## src/rtl/divider64_pkg.sv

```systemverilog
// Shared types and sizing for the 64-bit restoring divider.
// Imported by the divider interface, datapath step and top level.
package div_pkg;

  localparam int DIV_WIDTH = 64;
  localparam int DIV_CNT_W = 6;

  typedef enum logic [1:0] {
    IDLE = 2'd0,
    DIV  = 2'd1,
    FIX  = 2'd2,
    DONE = 2'd3
  } div_state_t;

endpackage

```

## src/rtl/divider64_if.sv

```systemverilog
// Request/result bundle between the control unit and divider64.
// The control unit is the master; the divider is the slave.
interface divider64_if;
  import div_pkg::*;

  logic                 start;
  logic                 sign;
  logic [DIV_WIDTH-1:0] A;
  logic [DIV_WIDTH-1:0] B;
  logic                 busy;
  logic                 done;
  logic [DIV_WIDTH-1:0] quotient;
  logic [DIV_WIDTH-1:0] remainder;
  logic                 SF;
  logic                 ZF;
  logic                 PF;
  logic                 OF;
  logic                 DZ;

  modport master (
    output start, sign, A, B,
    input  busy, done, quotient, remainder,
    input  SF, ZF, PF, OF, DZ
  );

  modport slave (
    input  start, sign, A, B,
    output busy, done, quotient, remainder,
    output SF, ZF, PF, OF, DZ
  );

endinterface

```

## src/rtl/divider64_div_step.sv

```systemverilog
// One restoring-division iteration: shift in a dividend bit and
// trial-subtract the divisor magnitude over 65 bits.
module div_step
  import div_pkg::*;
(
  input  logic [DIV_WIDTH-1:0] r,
  input  logic [DIV_WIDTH-1:0] d,
  input  logic                 bit_in,
  output logic [DIV_WIDTH-1:0] r_next,
  output logic                 q_bit
);

  logic [DIV_WIDTH:0] shifted;
  logic [DIV_WIDTH:0] trial;

  assign shifted = {r, bit_in};
  assign trial   = shifted - {1'b0, d};
  // Non-negative trial means the divisor fits.
  assign q_bit   = ~trial[DIV_WIDTH];
  assign r_next  = q_bit ? trial[DIV_WIDTH-1:0]
                         : shifted[DIV_WIDTH-1:0];

endmodule

```

## src/rtl/divider64.sv

```systemverilog
// Multi-cycle 64-bit signed/unsigned restoring divider with
// quotient flags, overflow and divide-by-zero reporting.
module divider64
  import div_pkg::*;
#(
  parameter int WIDTH = DIV_WIDTH
) (
  input  logic        clk,
  input  logic        rst,
  divider64_if.slave  bus
);

  div_state_t           state;
  logic [DIV_CNT_W-1:0] cnt;
  logic [WIDTH-1:0]     q_reg;
  logic [WIDTH-1:0]     r_reg;
  logic [WIDTH-1:0]     b_mag;
  logic                 q_neg;
  logic                 r_neg;
  logic                 of_pend;
  logic                 dz_pend;

  logic [WIDTH-1:0]     a_abs;
  logic [WIDTH-1:0]     b_abs;
  logic                 a_neg;
  logic                 b_neg;
  logic                 b_zero;
  logic                 min_by_m1;
  logic [WIDTH-1:0]     step_r;
  logic                 step_q;
  logic [WIDTH-1:0]     q_fin;
  logic [WIDTH-1:0]     r_fin;
  logic [WIDTH-1:0]     q_out;

  assign a_neg  = bus.sign & bus.A[WIDTH-1];
  assign b_neg  = bus.sign & bus.B[WIDTH-1];
  assign a_abs  = a_neg ? -bus.A : bus.A;
  assign b_abs  = b_neg ? -bus.B : bus.B;
  assign b_zero = (bus.B == '0);

  assign min_by_m1 = bus.sign
    && (bus.A == {1'b1, {(WIDTH-1){1'b0}}})
    && (bus.B == '1);

  div_step u_step (
    .r      (r_reg),
    .d      (b_mag),
    .bit_in (q_reg[WIDTH-1]),
    .r_next (step_r),
    .q_bit  (step_q)
  );

  assign q_fin = q_neg ? -q_reg : q_reg;
  assign r_fin = r_neg ? -r_reg : r_reg;
  // Divide by zero returns all ones; q_reg holds raw A then.
  assign q_out = dz_pend ? '1 : q_fin;

  assign bus.busy = (state == DIV) || (state == FIX);
  assign bus.done = (state == DONE);

  always_ff @(posedge clk or posedge rst) begin
    if (rst) begin
      state         <= IDLE;
      cnt           <= '0;
      q_reg         <= '0;
      r_reg         <= '0;
      b_mag         <= '0;
      q_neg         <= 1'b0;
      r_neg         <= 1'b0;
      of_pend       <= 1'b0;
      dz_pend       <= 1'b0;
      bus.quotient  <= '0;
      bus.remainder <= '0;
      bus.SF        <= 1'b0;
      bus.ZF        <= 1'b0;
      bus.PF        <= 1'b0;
      bus.OF        <= 1'b0;
      bus.DZ        <= 1'b0;
    end else begin
      unique case (state)
        IDLE, DONE: begin
          if (bus.start) begin
            q_neg   <= bus.sign & (bus.A[WIDTH-1] ^ bus.B[WIDTH-1]);
            r_neg   <= a_neg;
            b_mag   <= b_abs;
            r_reg   <= '0;
            cnt     <= '1;
            of_pend <= min_by_m1;
            dz_pend <= b_zero;
            bus.OF  <= 1'b0;
            bus.DZ  <= 1'b0;
            q_reg   <= b_zero ? bus.A : a_abs;
            state   <= b_zero ? FIX : DIV;
          end else begin
            state   <= IDLE;
          end
        end
        DIV: begin
          r_reg <= step_r;
          q_reg <= {q_reg[WIDTH-2:0], step_q};
          cnt   <= cnt - 1'b1;
          if (cnt == '0) state <= FIX;
        end
        FIX: begin
          bus.quotient  <= q_out;
          bus.remainder <= dz_pend ? q_reg : r_fin;
          bus.SF        <= q_out[WIDTH-1];
          bus.ZF        <= (q_out == '0);
          bus.PF        <= ^q_out;
          bus.OF        <= of_pend & ~dz_pend;
          bus.DZ        <= dz_pend;
          state         <= DONE;
        end
        default: state <= IDLE;
      endcase
    end
  end

endmodule

```

## src/flat_wrapper.sv

```systemverilog
// flat-port wrapper written by rule: the top's interface ports become plain ports
module divider64_flat import div_pkg::*;
#(
  parameter int WIDTH = DIV_WIDTH
)
  (clk, rst, bus_start, bus_sign, bus_A, bus_B, bus_busy, bus_done, bus_quotient, bus_remainder, bus_SF, bus_ZF, bus_PF, bus_OF, bus_DZ);
  divider64_if bus_i ();
  input  logic clk;
  input  logic rst;
  input wire logic [$bits(bus_i.start)-1:0] bus_start;
  input wire logic [$bits(bus_i.sign)-1:0] bus_sign;
  input wire logic [$bits(bus_i.A)-1:0] bus_A;
  input wire logic [$bits(bus_i.B)-1:0] bus_B;
  output wire logic [$bits(bus_i.busy)-1:0] bus_busy;
  output wire logic [$bits(bus_i.done)-1:0] bus_done;
  output wire logic [$bits(bus_i.quotient)-1:0] bus_quotient;
  output wire logic [$bits(bus_i.remainder)-1:0] bus_remainder;
  output wire logic [$bits(bus_i.SF)-1:0] bus_SF;
  output wire logic [$bits(bus_i.ZF)-1:0] bus_ZF;
  output wire logic [$bits(bus_i.PF)-1:0] bus_PF;
  output wire logic [$bits(bus_i.OF)-1:0] bus_OF;
  output wire logic [$bits(bus_i.DZ)-1:0] bus_DZ;
  assign bus_i.start = bus_start;
  assign bus_i.sign = bus_sign;
  assign bus_i.A = bus_A;
  assign bus_i.B = bus_B;
  assign bus_busy = bus_i.busy;
  assign bus_done = bus_i.done;
  assign bus_quotient = bus_i.quotient;
  assign bus_remainder = bus_i.remainder;
  assign bus_SF = bus_i.SF;
  assign bus_ZF = bus_i.ZF;
  assign bus_PF = bus_i.PF;
  assign bus_OF = bus_i.OF;
  assign bus_DZ = bus_i.DZ;
  divider64 #(.WIDTH(WIDTH)) u_core (.clk(clk), .rst(rst), .bus(bus_i));
endmodule
```

## config.mk

```make
export PLATFORM = sky130hd
export DESIGN_NAME = divider64_flat
export DESIGN_NICKNAME = d
export VERILOG_FILES = /design/src/rtl/divider64_pkg.sv /design/src/rtl/divider64_if.sv /design/src/rtl/divider64_div_step.sv /design/src/rtl/divider64.sv /design/src/flat_wrapper.sv
export SDC_FILE = /design/constraint.sdc
export NUM_CORES = 1
export LEC_CHECK = 0
export CORE_UTILIZATION = 28
export CTS_BUF_LIST = sky130_fd_sc_hd__clkbuf_16
export DETAILED_ROUTE_END_ITERATION = 6
export PLACE_DENSITY = 0.46
export SLEW_MARGIN = 20
export SYNTH_ARGS = -nofsm -noshare
export SYNTH_HDL_FRONTEND = slang
export SYNTH_SLANG_ARGS = --single-unit
```

## constraint.sdc

```tcl
create_clock -name clk -period 12.8 [get_ports clk]
set_clock_uncertainty 0.2 [all_clocks]
set_input_delay 1.28 -clock clk [delete_from_list [all_inputs] [get_ports clk]]
set_output_delay 1.28 -clock clk [all_outputs]
set_load 0.05 [all_outputs]
```

==> results of run 1 <==
[power by group]
part	total (W)	switching [W]	internal (W)	leakage [nW]
clock	0.00121	0.000507	0.000702	0.719
combinational	0.00532	0.00329	0.00203	6.95
sequential	0.00193	0.000455	0.00147	4.20
[path summary, 6_finish.rpt]
| check | from | to | slack (ns) |
|---|---|---|---|
| worst max-delay path | u_core.q_reg[63]$_DFFE_PP0P_ | u_core.r_reg[15]$_DFFE_PP0P_ | 7.46 |
| worst min-delay path | u_core.b_mag[55]$_DFFE_PP0P_ | u_core.b_mag[55]$_DFFE_PP0P_ | 0.27 |
| worst max register to register | u_core.q_reg[63]$_DFFE_PP0P_ | u_core.r_reg[15]$_DFFE_PP0P_ | 7.46 |
| worst min register to register | u_core.b_mag[55]$_DFFE_PP0P_ | u_core.b_mag[55]$_DFFE_PP0P_ | 0.27 |
| max in group asynchronous | rst | u_core.r_neg$_DFFE_PP0P_ | 9.23 |
| min in group asynchronous | rst | u_core.bus.quotient[12]$_DFFE_PP0P_ | 1.06 |
[cell families (layout without fill, tap and decap cells)]
kind of cell,after synthesis,after routing
compound gates,841,841
flops,336,336
other cells,0,3
xor+xnor,332,332
fa+ha+maj,107,107
simple gates,951,951
mux,116,116
buf+inv,292,487
[metal layers]
layer / GRT usage / part of all wire
met5: 0 / 0.00015
met4: 0.0518 / 0.024
met3: 0.0264 / 0.045
met2: 0.298 / 0.43
met1: 0.285 / 0.50
[critical path: cells and delay by family (launching register included)]
family,cells,cell delay (ns)
AOI/OAI and AO/OA,5,1.54
buffers and inverters,3,1.08
adders and majority gates,2,0.68
and+or+nand+nor,3,0.67
DFF,1,0.40
muxes,1,0.27
xor gates and xnor gates,1,0.24
[area by class of cell]
| cell class | instances | area share |
|---|---|---|
| tap | 1155 | 0.0489 |
| sequential | 336 | 0.285 |
| antenna | 3 | 0.000254 |
| clock buffer | 44 | 0.0373 |
| inverter | 115 | 0.0149 |
| clock inverter | 33 | 0.00898 |
| timing repair buffer | 295 | 0.0975 |
| multi-input combinational | 2347 | 0.508 |
[metrics by stage]
step                      cell area [um^2]  hold slack (ns)  worst slack [ns]  utilization  instances
after floorplan                      24500            0.250              2.01            -       2975
after global placement               28200            0.262              7.25        0.325       4248
after detailed placement             28200            0.270              7.22        0.325       4248
after CTS                            29500            0.281              7.41        0.341       4325
after global routing                 29500            0.292              7.14        0.341       4326
final                                29600            0.273              7.46        0.341       4328
[cell usage in the layout, fill, tap and decap left out, types with 28 or more instances in the layout]
| cell | netlist | final |
|---|---|---|
| sky130_fd_sc_hd__xnor2_1 | 188 | 188 |
| sky130_fd_sc_hd__nor3_1 | 39 | 39 |
| sky130_fd_sc_hd__clkbuf_16 | 0 | 44 |
| sky130_fd_sc_hd__a21oi_1 | 252 | 251 |
| sky130_fd_sc_hd__buf_4 | 7 | 29 |
| sky130_fd_sc_hd__or3_1 | 29 | 29 |
| sky130_fd_sc_hd__or4_1 | 28 | 28 |
| sky130_fd_sc_hd__mux2_2 | 56 | 56 |
| sky130_fd_sc_hd__nand4_1 | 49 | 49 |
| sky130_fd_sc_hd__ha_1 | 106 | 104 |
| sky130_fd_sc_hd__inv_1 | 115 | 126 |
| sky130_fd_sc_hd__nand3_1 | 41 | 41 |
| sky130_fd_sc_hd__mux2i_1 | 60 | 60 |
| sky130_fd_sc_hd__nor2_1 | 253 | 252 |
| sky130_fd_sc_hd__nor4_1 | 40 | 40 |
| sky130_fd_sc_hd__o41ai_1 | 33 | 33 |
| sky130_fd_sc_hd__o21ai_0 | 333 | 332 |
| sky130_fd_sc_hd__xor2_1 | 143 | 143 |
| sky130_fd_sc_hd__dfrtp_1 | 336 | 333 |
| sky130_fd_sc_hd__clkdlybuf4s50_1 | 0 | 266 |
| sky130_fd_sc_hd__nand2_1 | 358 | 356 |
| sky130_fd_sc_hd__o31ai_1 | 62 | 62 |
==> key figures, run 1 <==
Job
  • Number of maximum-capacitance constraint violations: 0

Worst setup path
  • Most frequent cell on the critical path: sky130_fd_sc_hd__buf_4
  • Maximum fanout count along the critical path: 53
  • Worst endpoint required time: 13.03 ns
  • Slowest CP cell: sky130_fd_sc_hd__a2111oi_0
  • Largest stage delay on the critical path: 0.84 ns
  • Arr. time, crit path: 5.56 ns
  • Depth of the worst register-to-register path: 15
  • Kind of capture point of the worst setup path: flip-flop
  • Type of the setup path with the least slack: flip-flop to flip-flop
  • Startpoint kind of the worst setup timing path: flip-flop
  • Worst path cell trace: inv_1 > ha_1 > fa_1 > nand2b_1 > a21oi_1 > o21ai_1 > a31oi_1 > buf_4 > nand4_1 > a2111oi_0 > nor2_1 > xnor2_4 > buf_4 > mux2i_1 > o21ai_0

Global routing
  • Total grt overflow: 0
  • Antenna violations before repair: 3
  • Wire length of the first global-routing pass: around 130000 um
  • Vias in the first global route: 21400
  • Maximum number of pins on one net before global-route repair: 116
  • Global Route Usage Sum: 0.195

CTS
  • Post_cts resized: 0
  • Clock Sinks: 336
  • Setup Buffers After CTS: 0
  • Root buf cell: sky130_fd_sc_hd__clkbuf_16
  • H-Tree Level Count: 2
  • TritonCTS clock tree: yes
  • TritonCTS Buffers: 44
  • Maximum clock path buffer count: 3
  • Hold-fix buffer count after cts: 0
  • Clock-pin slew on the worst setup and hold paths: around 0.06 ns
  • Clock insertion delay at the later pin of the skew report: 0.60 ns

Yosys
  • Share of synthesized area occupied by flip-flops and latches: 0.344
  • Xor/xnor share of the synthesized area: 0.119
  • Number of enable-type register cells in the synthesized netlist: 0
  • Multiplexer area fraction after synthesis: 0.0503
  • Average cell area after synthesis: between 8 and 9 um^2
  • Library cell occupying the most area in the post-synthesis netlist: sky130_fd_sc_hd__dfrtp_1
  • Share of async-settable or async-resettable flops after synthesis: 1.00
  • Cell area after technology mapping: 0.0245 mm^2
  • Share of Yosys cell area claimed by the top area cell type: 0.344
  • Complex-gate fraction of the synthesized area: 0.202
  • Most used flip-flop cell after synthesis: sky130_fd_sc_hd__dfrtp_1
  • Flops & latches, synth: between 300 and 400
  • Most frequent cell after synthesis: sky130_fd_sc_hd__nand2_1
  • Basic-gate share of the synthesized area counting and, or, nand and nor cells: 0.184
  • Post-Synthesis Cells: 2975
  • Adder and majority cell fraction of the synthesized area: 0.0550
  • Count of warnings emitted by yosys: 0
  • Most common library cells after synthesis: sky130_fd_sc_hd__nand2_1 (358), sky130_fd_sc_hd__dfrtp_1 (336), sky130_fd_sc_hd__o21ai_0 (333), sky130_fd_sc_hd__nor2_1 (253), sky130_fd_sc_hd__a21oi_1 (252)
  • Main area contributors after synthesis: sky130_fd_sc_hd__dfrtp_1 (34%), sky130_fd_sc_hd__o21ai_0 (6.8%), sky130_fd_sc_hd__xnor2_1 (6.7%)
  • Number of unique standard cell types used by synthesis: 70
  • Largest family of logic cells by synthesized area: compound AO/OA/AOI/OAI gates
  • Net count of the mapped netlist: 3214

Timing
  • Final hold violation count: 0
  • Worst-Margin Slew: 1.12 ns
  • Headroom to the max-slew limit: 0.250
  • Setup_tns: 0 ns
  • Period utilization: 0.417
  • RSZ-0062 raised after global routing: no
  • Number of pins exceeding their max-slew limit in the final report: 0
  • Clock period minus final worst setup slack: ~5.3 ns
  • Number of failing setup endpoints in the final timing report: 0
  • Highest Clock Rate: ~190 MHz

Route
  • Vias: 21900
  • DR pass1 iterations: 6
  • Drt initial violations: 1607
  • Number of nets with antenna violations after routing: 0
  • Detail-routed net length per standard cell: 20.2 um
  • Drt total wl: 87300 um
  • Via density: 5.07
  • Count of unresolved DRC violations after routing: 0

Final layout
  • Layout overhead on the synthesized area: 20.8%
  • Final-stage net count: 3378
  • FF+latch area: 0.00841 mm^2
  • Area occupied by multi-input gates: 0.0150 mm^2
  • Number of fill cells in the layout: 9142
  • Share of post-route cells with drive strength above 1: 0.0580

Die
  • Number of placed I/O pins: around 270
  • Area of the die: ~0.09 mm^2
  • Floorplan Core Area: between 0.08 and 0.09 mm^2
  • Die width: 298 um
  • Vertical extent of the die: 298 um
  • Initial standard-cell utilization of the core: 0.282
  • Std cell rows: around 110

Worst hold path
  • Worst min-delay path class: flip-flop to flip-flop
  • Hold path cells: 2

Power and ir drop
  • Final Power: around 0.0085 W
  • Cell area power density: 286 mW/mm^2
  • Static leakage power: around 12 nW
  • Highest ir drop seen on vdd: 0.422 mV

Placement
  • I/O Buffers: 266
  • Post-detailed-placement half-perimeter wirelength: a little under 70000 um
  • Placer congestion estimate: ~0.9

Status
  • Run status: finished, final reports clean
(Power assumes the default switching activity.)
==> run 2, diff against run 1 <==
PLACE_DENSITY = 0.48   (was 0.46)
clock period = 4.4 ns   (was 12.8 ns; I/O delays follow)
==> key figures, run 2 (synthesis results as in run 1) <==
Global routing
  • Global Route Usage Sum: 0.197 (+0.00218)
  • Total grt overflow: 0 (unchanged)
  • Maximum number of pins on one net before global-route repair: 132 (+14%)
  • Vias in the first global route: 22000 (+3.1%)
  • Wire length of the first global-routing pass: 136000 um (+1.4%)
  • Antenna violations before repair: 2 (-1)

Final layout
  • Commonest cells after routing, fill and taps aside: sky130_fd_sc_hd__nand2_1 (356), sky130_fd_sc_hd__dfrtp_1 (333), sky130_fd_sc_hd__o21ai_0 (329), sky130_fd_sc_hd__clkdlybuf4s50_1 (266), sky130_fd_sc_hd__nor2_1 (251)
  • Total inserted antenna cells: 0 (-3)
  • Layout overhead on the synthesized area: 26.4%
  • Share of post-route cells with drive strength above 1: 0.109 (+0.0506)
  • Final std cells w/o fill: 4470 (+3.3%)
  • Most common library cell in the layout ignoring fill and taps: sky130_fd_sc_hd__nand2_1
  • Post-route core utilization: 0.357 (+0.0158)
  • Number of fill cells in the layout: 9040 (-1.1%)
  • Final-stage net count: 3522 (+4.3%)

Die
  • Area of the die: 0.0886 mm^2 (unchanged)
  • Vertical extent of the die: 298 um (unchanged)
  • Die width: 298 um (unchanged)
  • Std cell rows: 108 (unchanged)
  • Initial standard-cell utilization of the core: 0.282 (unchanged)
  • Floorplan Core Area: 0.0866 mm^2 (unchanged)
  • Number of placed I/O pins: 267 (unchanged)

Timing
  • Clock period minus final worst setup slack: 4.34 ns (-0.998 ns)
  • RSZ-0062 raised after global routing: yes
  • Number of pins exceeding their max-slew limit in the final report: 0 (unchanged)
  • Final hold violation count: 0 (unchanged)
  • Highest Clock Rate: 230 MHz (+23%)
  • Number of failing setup endpoints in the final timing report: 0 (unchanged)
  • Worst-Margin Slew: 1.03 ns (-0.0935 ns)
  • Period utilization: 0.987 (+0.569)
  • Headroom to the max-slew limit: 0.314 (+0.0640)

CTS
  • Root buf cell: sky130_fd_sc_hd__clkbuf_16
  • Hold-fix buffer count after cts: 0 (unchanged)
  • H-Tree Level Count: 2 (unchanged)
  • Maximum clock path buffer count: 3 (unchanged)
  • Clock Sinks: 336 (unchanged)
  • Clock insertion delay at the later pin of the skew report: 0.58 ns (-0.02 ns)
  • TritonCTS Buffers: 43 (-2.3%)
  • Clock-pin slew on the worst setup and hold paths: 0.06 ns (about the same)
  • TritonCTS clock tree: yes

Route
  • Detail-routed net length per standard cell: 19.9 um (-1.3%)
  • DR pass1 iterations: 5 (-1)
  • Drt initial violations: 1541 (-4.1%)
  • Via density: 5.07 (about the same)
  • Drt total wl: 89000 um (+1.9%)
  • Number of nets with antenna violations after routing: 0 (unchanged)
  • Vias: 22700 (+3.3%)
  • Count of unresolved DRC violations after routing: 0 (unchanged)

Placement
  • Post-detailed-placement half-perimeter wirelength: 69900 um (+3.4%)
  • Cell Count Post-Placement: 4391 (+3.4%)
  • Placer congestion estimate: 0.921 (+1.2%)
  • I/O Buffers: 266 (unchanged)

Worst setup path
  • Internal reg-to-reg setup slack: 0.06 ns (-7.40 ns)
  • Worst endpoint required time: 4.64 ns (-8.39 ns)
  • Arr. time, crit path: 4.58 ns (-0.98 ns)
  • Kind of capture point of the worst setup path: flip-flop
  • Type of the setup path with the least slack: flip-flop to flip-flop
  • Startpoint kind of the worst setup timing path: flip-flop
  • Maximum fanout count along the critical path: 5 (-91%)

Status
  • Run status: finished, final reports clean

Power and ir drop
  • Cell area power density: 813 mW/mm^2 (+180%)
  • Static leakage power: 12.6 nW (+6.4%)
  • Highest ir drop seen on vdd: 1.30 mV (+210%)
  • Final Power: 0.0251 W (+200%)

Worst hold path
  • Worst min-delay path class: input port to async pin

Job
  • Number of maximum-capacitance constraint violations: 0 (unchanged)
[run 2: cell types whose count changed in the layout (fill, tap and decap cells not counted), sizes merged]
cell / previous run / this run
buf: 29 / 174
bufinv: 4 / 2
clkinv: 16 / 22
clkinvlp: 0 / 4
diode: 3 / 0
inv: 128 / 120
[run 2: final cells by class]
class	count	area, um^2	area share
Multi-Input combinational cell	2347	15200	0.491
Inverter	115	435	0.0141
Tap cell	1155	1450	0.0467
Timing Repair Buffer	440	4110	0.133
Clock inverter	33	230	0.00744
Clock buffer	44	1100	0.0356
Sequential cell	336	8410	0.272
[run 2: per-stage QoR]
step	instance area (um^2)	TNS, ns	setup slack (ns)	hold slack (ns)
global placement	29400	-0.128	-0.128	0.262
floorplan	24500	-245.48	-0.731	0.250
finish	30900	0	0.0591	0.184
detailed placement	29400	-0.154	-0.154	0.271
global route	30900	-0.124	-0.124	0.228
CTS	30800	0	0.00466	0.186
[run 2: power breakdown]
| part | internal, W | total (W) | switching [W] |
|---|---|---|---|
| registers | 0.00428 | 0.00548 | 0.00120 |
| logic | 0.00639 | 0.0163 | 0.00987 |
| clock network | 0.00194 | 0.00340 | 0.00147 |
| total | 0.0126 | 0.0251 | 0.0125 |
[run 2: worst max-delay path, stage by stage (launching register included)]
cell and delay, ns:
sky130_fd_sc_hd__dfrtp_1 0.37, sky130_fd_sc_hd__or4_1 0.55, sky130_fd_sc_hd__or3_4 0.36, sky130_fd_sc_hd__or3_4 0.40, sky130_fd_sc_hd__nor2_4 0.09, sky130_fd_sc_hd__buf_6 0.13
sky130_fd_sc_hd__nand4_1 0.12, sky130_fd_sc_hd__nand2b_4 0.24, sky130_fd_sc_hd__o41ai_4 0.26, sky130_fd_sc_hd__xnor2_1 0.15, sky130_fd_sc_hd__nor2_1 0.08, sky130_fd_sc_hd__ha_1 0.37
sky130_fd_sc_hd__xnor2_2 0.15, sky130_fd_sc_hd__xnor2_1 0.19, sky130_fd_sc_hd__xnor2_1 0.17, sky130_fd_sc_hd__xnor2_1 0.16, sky130_fd_sc_hd__xnor2_1 0.14, sky130_fd_sc_hd__a21oi_1 0.08
[run 2: final timing paths]
check | start | end | cells past startpoint
min in group clk | u_core.b_mag[61]$_DFFE_PP0P_ | u_core.b_mag[61]$_DFFE_PP0P_ | 2
min | rst | u_core.q_reg[14]$_DFFE_PP0P_ | 2
max | u_core.q_reg[14]$_DFFE_PP0P_ | u_core.bus.PF$_DFFE_PP0P_ | 17
max reg2reg | u_core.q_reg[14]$_DFFE_PP0P_ | u_core.bus.PF$_DFFE_PP0P_ | 17
max in group asynchronous | rst | u_core.b_mag[60]$_DFFE_PP0P_ | 3
min reg2reg | u_core.b_mag[61]$_DFFE_PP0P_ | u_core.b_mag[61]$_DFFE_PP0P_ | 2
[run 2: repair_timing]
item,CTS,global route
pin swaps,1,15
endpoints found under the setup margin,1,60
gates resized for setup,14,23
setup buffers,0,2
[run 2: per-layer routing]
| layer | wire (um) | GRT usage | up-vias |
|---|---|---|---|
| met5 | 0 | 0 | - |
| met4 | 1930 | 0.0452 | 0 |
| met3 | 4450 | 0.0240 | 87 |
| met2 | 38600 | 0.303 | 636 |
| met1 | 44000 | 0.291 | 10700 |
| li1 | - | - | 11200 |
